`src/rtl/cpu_ex_pkg.sv`:
```
// Shared definitions for the cpu_ex core and its instruction-memory server.
package cpu_ex_pkg;

    localparam int ADDR_W_DEF = 8;
    localparam int DATA_W_DEF = 16;

    localparam logic [DATA_W_DEF-1:0] NOP_WORD = '0;

    typedef enum logic {
        ST_LOAD = 1'b0,
        ST_RUN  = 1'b1
    } imem_state_t;

endpackage

```
`src/rtl/imem_delay_line.sv`:
```
// Fixed-latency shift of {valid, addr, data}; payload stages only move on valid,
// so the last stage holds the most recent response while idle.
module imem_delay_line #(
    parameter int ADDR_W  = 8,
    parameter int DATA_W  = 16,
    parameter int LATENCY = 2
) (
    input  logic              clk,
    input  logic              rst,
    input  logic              in_valid,
    input  logic [ADDR_W-1:0] in_addr,
    input  logic [DATA_W-1:0] in_data,
    output logic              out_valid,
    output logic [ADDR_W-1:0] out_addr,
    output logic [DATA_W-1:0] out_data
);

    logic [LATENCY-1:0] valid_q;
    logic [ADDR_W-1:0]  addr_q [LATENCY];
    logic [DATA_W-1:0]  data_q [LATENCY];

    always_ff @(posedge clk) begin
        if (rst) begin
            valid_q <= '0;
            for (int unsigned i = 0; i < LATENCY; i++) begin
                addr_q[i] <= '0;
                data_q[i] <= '0;
            end
        end else begin
            valid_q[0] <= in_valid;
            if (in_valid) begin
                addr_q[0] <= in_addr;
                data_q[0] <= in_data;
            end
            for (int unsigned i = 1; i < LATENCY; i++) begin
                valid_q[i] <= valid_q[i-1];
                if (valid_q[i-1]) begin
                    addr_q[i] <= addr_q[i-1];
                    data_q[i] <= data_q[i-1];
                end
            end
        end
    end

    assign out_valid = valid_q[LATENCY-1];
    assign out_addr  = addr_q[LATENCY-1];
    assign out_data  = data_q[LATENCY-1];

endmodule

```
`src/rtl/cpu_imem_server.sv`:
```
// Instruction memory for cpu_ex: host loads the image, then serves fixed-latency
// in-order fetches and releases the CPU via cpu_run.
module cpu_imem_server
    import cpu_ex_pkg::*;
#(
    parameter int ADDR_W  = ADDR_W_DEF,
    parameter int DATA_W  = DATA_W_DEF,
    parameter int DEPTH   = 256,
    parameter int LATENCY = 2
) (
    input  logic              clk,
    input  logic              rst,
    input  logic              ld_en,
    input  logic [ADDR_W-1:0] ld_addr,
    input  logic [DATA_W-1:0] ld_data,
    input  logic              ld_done,
    input  logic              fetch_req,
    input  logic [ADDR_W-1:0] fetch_addr,
    output logic              fetch_ready,
    output logic              rsp_valid,
    output logic [ADDR_W-1:0] rsp_addr,
    output logic [DATA_W-1:0] rsp_data,
    output logic              cpu_run,
    output logic              err_oob,
    output logic              err_ld
);

    localparam int IDX_W = (DEPTH > 1) ? $clog2(DEPTH) : 1;
    // One extra bit so DEPTH == 2**ADDR_W is representable and nothing aliases.
    localparam logic [ADDR_W:0] DEPTH_LIM = (ADDR_W+1)'(DEPTH);

    imem_state_t       state;
    logic [DATA_W-1:0] mem [DEPTH];
    logic [DEPTH-1:0]  written;

    logic              ld_in_range;
    logic              fetch_in_range;
    logic              fetch_acc;
    logic              ld_wr;
    logic [IDX_W-1:0]  ld_idx;
    logic [IDX_W-1:0]  fetch_idx;
    logic [DATA_W-1:0] fetch_word;

    assign ld_in_range    = {1'b0, ld_addr} < DEPTH_LIM;
    assign fetch_in_range = {1'b0, fetch_addr} < DEPTH_LIM;
    assign ld_idx         = ld_addr[IDX_W-1:0];
    assign fetch_idx      = fetch_addr[IDX_W-1:0];
    assign ld_wr          = (state == ST_LOAD) && ld_en && ld_in_range;
    assign fetch_acc      = fetch_req && fetch_ready;

    always_ff @(posedge clk) begin
        if (ld_wr) begin
            mem[ld_idx] <= ld_data;
        end
    end

    always_comb begin
        fetch_word = DATA_W'(NOP_WORD);
        if (fetch_in_range && written[fetch_idx]) begin
            fetch_word = mem[fetch_idx];
        end
    end

    always_ff @(posedge clk) begin
        if (rst) begin
            state       <= ST_LOAD;
            cpu_run     <= 1'b0;
            fetch_ready <= 1'b0;
            err_oob     <= 1'b0;
            err_ld      <= 1'b0;
            written     <= '0;
        end else begin
            case (state)
                ST_LOAD: begin
                    if (ld_en) begin
                        if (ld_in_range) begin
                            written[ld_idx] <= 1'b1;
                        end else begin
                            err_oob <= 1'b1;
                        end
                    end
                    if (ld_done) begin
                        state       <= ST_RUN;
                        cpu_run     <= 1'b1;
                        fetch_ready <= 1'b1;
                    end
                end
                ST_RUN: begin
                    if (ld_en || ld_done) begin
                        err_ld <= 1'b1;
                    end
                    if (fetch_acc && !fetch_in_range) begin
                        err_oob <= 1'b1;
                    end
                end
                default: state <= ST_LOAD;
            endcase
        end
    end

    imem_delay_line #(
        .ADDR_W  (ADDR_W),
        .DATA_W  (DATA_W),
        .LATENCY (LATENCY)
    ) u_delay (
        .clk       (clk),
        .rst       (rst),
        .in_valid  (fetch_acc),
        .in_addr   (fetch_addr),
        .in_data   (fetch_word),
        .out_valid (rsp_valid),
        .out_addr  (rsp_addr),
        .out_data  (rsp_data)
    );

endmodule
```
`config.mk`:
```
export PLATFORM = sky130hd
export DESIGN_NAME = cpu_imem_server
export DESIGN_NICKNAME = d
export VERILOG_FILES = /design/src/rtl/cpu_ex_pkg.sv /design/src/rtl/imem_delay_line.sv /design/src/rtl/cpu_imem_server.sv
export SDC_FILE = /design/constraint.sdc
export NUM_CORES = 2
export LEC_CHECK = 0
export CAP_MARGIN = 20
export CORE_MARGIN = 2
export CORE_UTILIZATION = 40
export DETAILED_ROUTE_END_ITERATION = 7
export GPL_ROUTABILITY_DRIVEN = 0
export PLACE_DENSITY = 0.63
export SYNTH_ARGS = -nofsm -noshare
export SYNTH_HDL_FRONTEND = slang
export SYNTH_MEMORY_MAX_BITS = 65536
export SYNTH_SLANG_ARGS = --single-unit
```
`constraint.sdc`:
```
create_clock -name clk -period 5.48 [get_ports clk]
set_input_delay 1.37 -clock clk [delete_from_list [all_inputs] [get_ports clk]]
set_output_delay 1.37 -clock clk [all_outputs]
set_load 0.03 [all_outputs]
```
==> reports/metrics.cfg <==
[clock_network]
insertion_delay_ps = 1020
clkTransAtPathRegs_ps = 60
root_buffer = clkbuf_16
cts_resized = 0
cts_setup_buffers = 0
clk_path_buf_depth = 4
cts_num_sinks = 4405
ctsHoldBuffers = 0
numCtsBuffers = 432
cts_tree = yes
htreeDepth = 5

[setup_path]
cp_max_fo = 10
critPathKind = in -> reg
cp.required_ps = 6250
arrival_ps = 5660
cp-start-kind = input pin
crit_path_end_kind = register

[synth]
synth_area_per_cell_sq_um = 20.8
ys_seq_area_share_pct = 76.7
synth.area.top_cells = edfxtp_1, mux4_2, dfxtp_1
synth_top_area_share_pct = 73.6
yosys_register_bits = 4405
yosys_most_used_dff = edfxtp_1
synthCells = 8147
synth_top_area_cell = edfxtp_1
synth_edf_count = 4144
async_flop_share_pct = 0
syn_nets = 8184
synth_area_sq_um = 169000
ys_warn_count = 0
synth_cell_types = 77

[drt]
ant_nets = 0
first_pass_iters = 6
wl_per_cell_microns = 34.4
vias = 89289
viasPerCell = 5.99
drc = 0
drt_iter0_markers = 13625
wl_mm = 513

[timing]
hold_violations = 0
tightest_slew_ps = 1240
fin_crit_sh_pct = 89.3
finalSetupTns_ps = 0
clock.fmax_mhz = 204
setup_viol = 0
holdWs_ps = 467
rsz0062_at_grt = false
skew_ps = 63.8
finalMaxSlewViolations = 0
max_slew_margin_pct = 17.5
period_minus_slack_ps = 4890

[hold_path]
holdCritPathClass = reg -> reg

[final_layout]
fin_nets = 8910
drive_gt1_share_pct = 29.1
final_cells = 14918
syn_to_final_growth_pct = 15.3

[floorplanning]
initial_core_util_pct = 40.2
core_area_sq_um = 420000
fp.dieArea_sq_um = 428000
fp.dieH_microns = 654
ios = 66
die_x_microns = 654
rows = 238

[power_and_ir_drop]
powerDensity_nw_per_um2 = 362
leakagePower_nw = 61.6
ir_worst_vdd_uv = 280

[place]
dp.final_hpwl_mm = 324
dp_cells = 14076
io_buffers = 64

[outcome]
status = complete, no violations

[grt]
grt_remaining_overflow = 0
grt_pass1_wl_mm = 706
grt_pass1_vias = 87199
antenna_found_initial = 48
grt_max_degree = 145
gr-usage-all-layers_pct = 23.7

[job]
maxCapViolCount = 0

-- critical path, cell delays in order --
cell and delay [ps]:
clkdlybuf4s50_1 830, nor4bb_2 1090, nand2_1 800, o22ai_1 1040, nor4_1 220, and4b_1 280
-- routing by layer --
metal  global-route usage, %  up-vias  part of all wire [%]
li1                        -    35150                     -
met1                    31.4    47338                    37
met2                    36.5     5662                    46
met3                    5.32     1113                    11
met4                    12.6       26                   6.1
met5                       0        -                 0.036
-- per-stage QoR --
| stage | setup WS (ps) | power (mW) | utilization [%] | area (sq um) |
|---|---|---|---|---|
| global route | 845 | 72.1 | 46.4 | 195000 |
| floorplan | 1760 | 39.3 | - | 169000 |
| finish | 586 | 70.5 | 46.4 | 195000 |
| detailed placement | -39.5 | 41.1 | 42.9 | 180000 |
| global placement | -30.2 | 41.1 | 42.9 | 180000 |
| CTS | 1030 | 70.7 | 46.3 | 195000 |
-- power by group --
part | leakage (nW) | switching (mW) | internal [mW]
Clock | 6.98 | 12.9 | 17.1
Sequential | 39.4 | 0.0395 | 36.8
Combinational | 15.3 | 2.42 | 1.17
Total | 61.6 | 15.3 | 55.1
-- cell usage in the layout, fill, tap and decap left out, types with 15 or more instances in the layout --
| cell type | Yosys | routed |
|---|---|---|
| a211oi_1 | 24 | 24 |
| a21oi_1 | 70 | 69 |
| a221oi_1 | 33 | 33 |
| a22oi_1 | 156 | 156 |
| a31oi_1 | 18 | 18 |
| and2_1 | 39 | 39 |
| and3_1 | 15 | 15 |
| buf_12 | 21 | 80 |
| buf_4 | 125 | 624 |
| bufinv_16 | 0 | 42 |
| clkbuf_1 | 149 | 95 |
| clkbuf_16 | 0 | 438 |
| clkbuf_8 | 0 | 43 |
| clkdlybuf4s50_1 | 0 | 41 |
| clkinv_1 | 2 | 95 |
| clkinv_2 | 0 | 69 |
| dfxtp_1 | 261 | 261 |
| diode_2 | 0 | 31 |
| edfxtp_1 | 4144 | 4144 |
| mux2_2 | 17 | 17 |
| mux2i_1 | 248 | 248 |
| mux4_2 | 1024 | 1024 |
| nand2_1 | 183 | 171 |
| nand3_1 | 82 | 78 |
| nand4_1 | 24 | 24 |
| nor2_1 | 816 | 588 |
| nor2_2 | 1 | 225 |
| nor2b_1 | 25 | 18 |
| nor3_1 | 72 | 71 |
| nor4_1 | 20 | 20 |
| o211ai_1 | 18 | 18 |
| o21ai_0 | 55 | 55 |
| o21ba_2 | 30 | 30 |
| o221ai_1 | 18 | 18 |
| o22ai_1 | 99 | 99 |
-- final timing paths --
path	slack (ps)	endpoint	depth (start not counted)	start
max reg2reg	2300	u_delay.data_q[0][1]$_SDFFCE_PN0P_	7	mem[46][1]$_DFFE_PP_
max	590	u_delay.data_q[0][1]$_SDFFCE_PN0P_	6	fetch_addr[6]
min reg2reg	470	written[65]$_SDFFE_PP0P_	2	written[65]$_SDFFE_PP0P_
min	470	written[65]$_SDFFE_PP0P_	2	written[65]$_SDFFE_PP0P_
-- state kept, by name (all words and copies together), names as in the netlist --
name / count
mem: 4096
written: 256
u_delay.data_q: 32
u_delay.addr_q: 16
u_delay.valid_q: 2
cpu_run: 1
err_ld: 1
state: 1
-- Yosys cell counts, types with 30 or more instances --
cell and instances:
edfxtp_1 4144, dfxtp_1 261, o22ai_1 99, nor3_1 72, mux2i_1 248, a21oi_1 70
nor2_1 816, buf_6 71, buf_2 88, and2_1 39, a221oi_1 33, mux4_2 1024
nand3_1 82, o21ba_2 30, a22oi_1 156, nand2_1 183, buf_4 125, o21ai_0 55
clkbuf_1 149
-- area by class of cell --
type / instances / area [sq um]
fillers: 34688 / 226000
clock inverters: 244 / 2570
inverters: 7 / 36.3
well taps: 5640 / 7060
multi-input cells: 3257 / 36700
clock buffers: 564 / 11700
repair buffers: 770 / 7040
diodes: 31 / 77.6
flip-flops and latches: 4405 / 130000
-- cells by family (layout without fill, tap and decap cells) --
logic type | count (synthesis) | after routing | share of synthesized area, %
flops | 4405 | 4405 | 76.7
simple gates | 1337 | 1337 | 3.41
mux | 1290 | 1290 | 15.2
compound gates | 629 | 629 | 2.67
buf+inv | 485 | 1585 | 2.02
other cells | 1 | 32 | 0.00222
(Power assumes the default switching activity.)
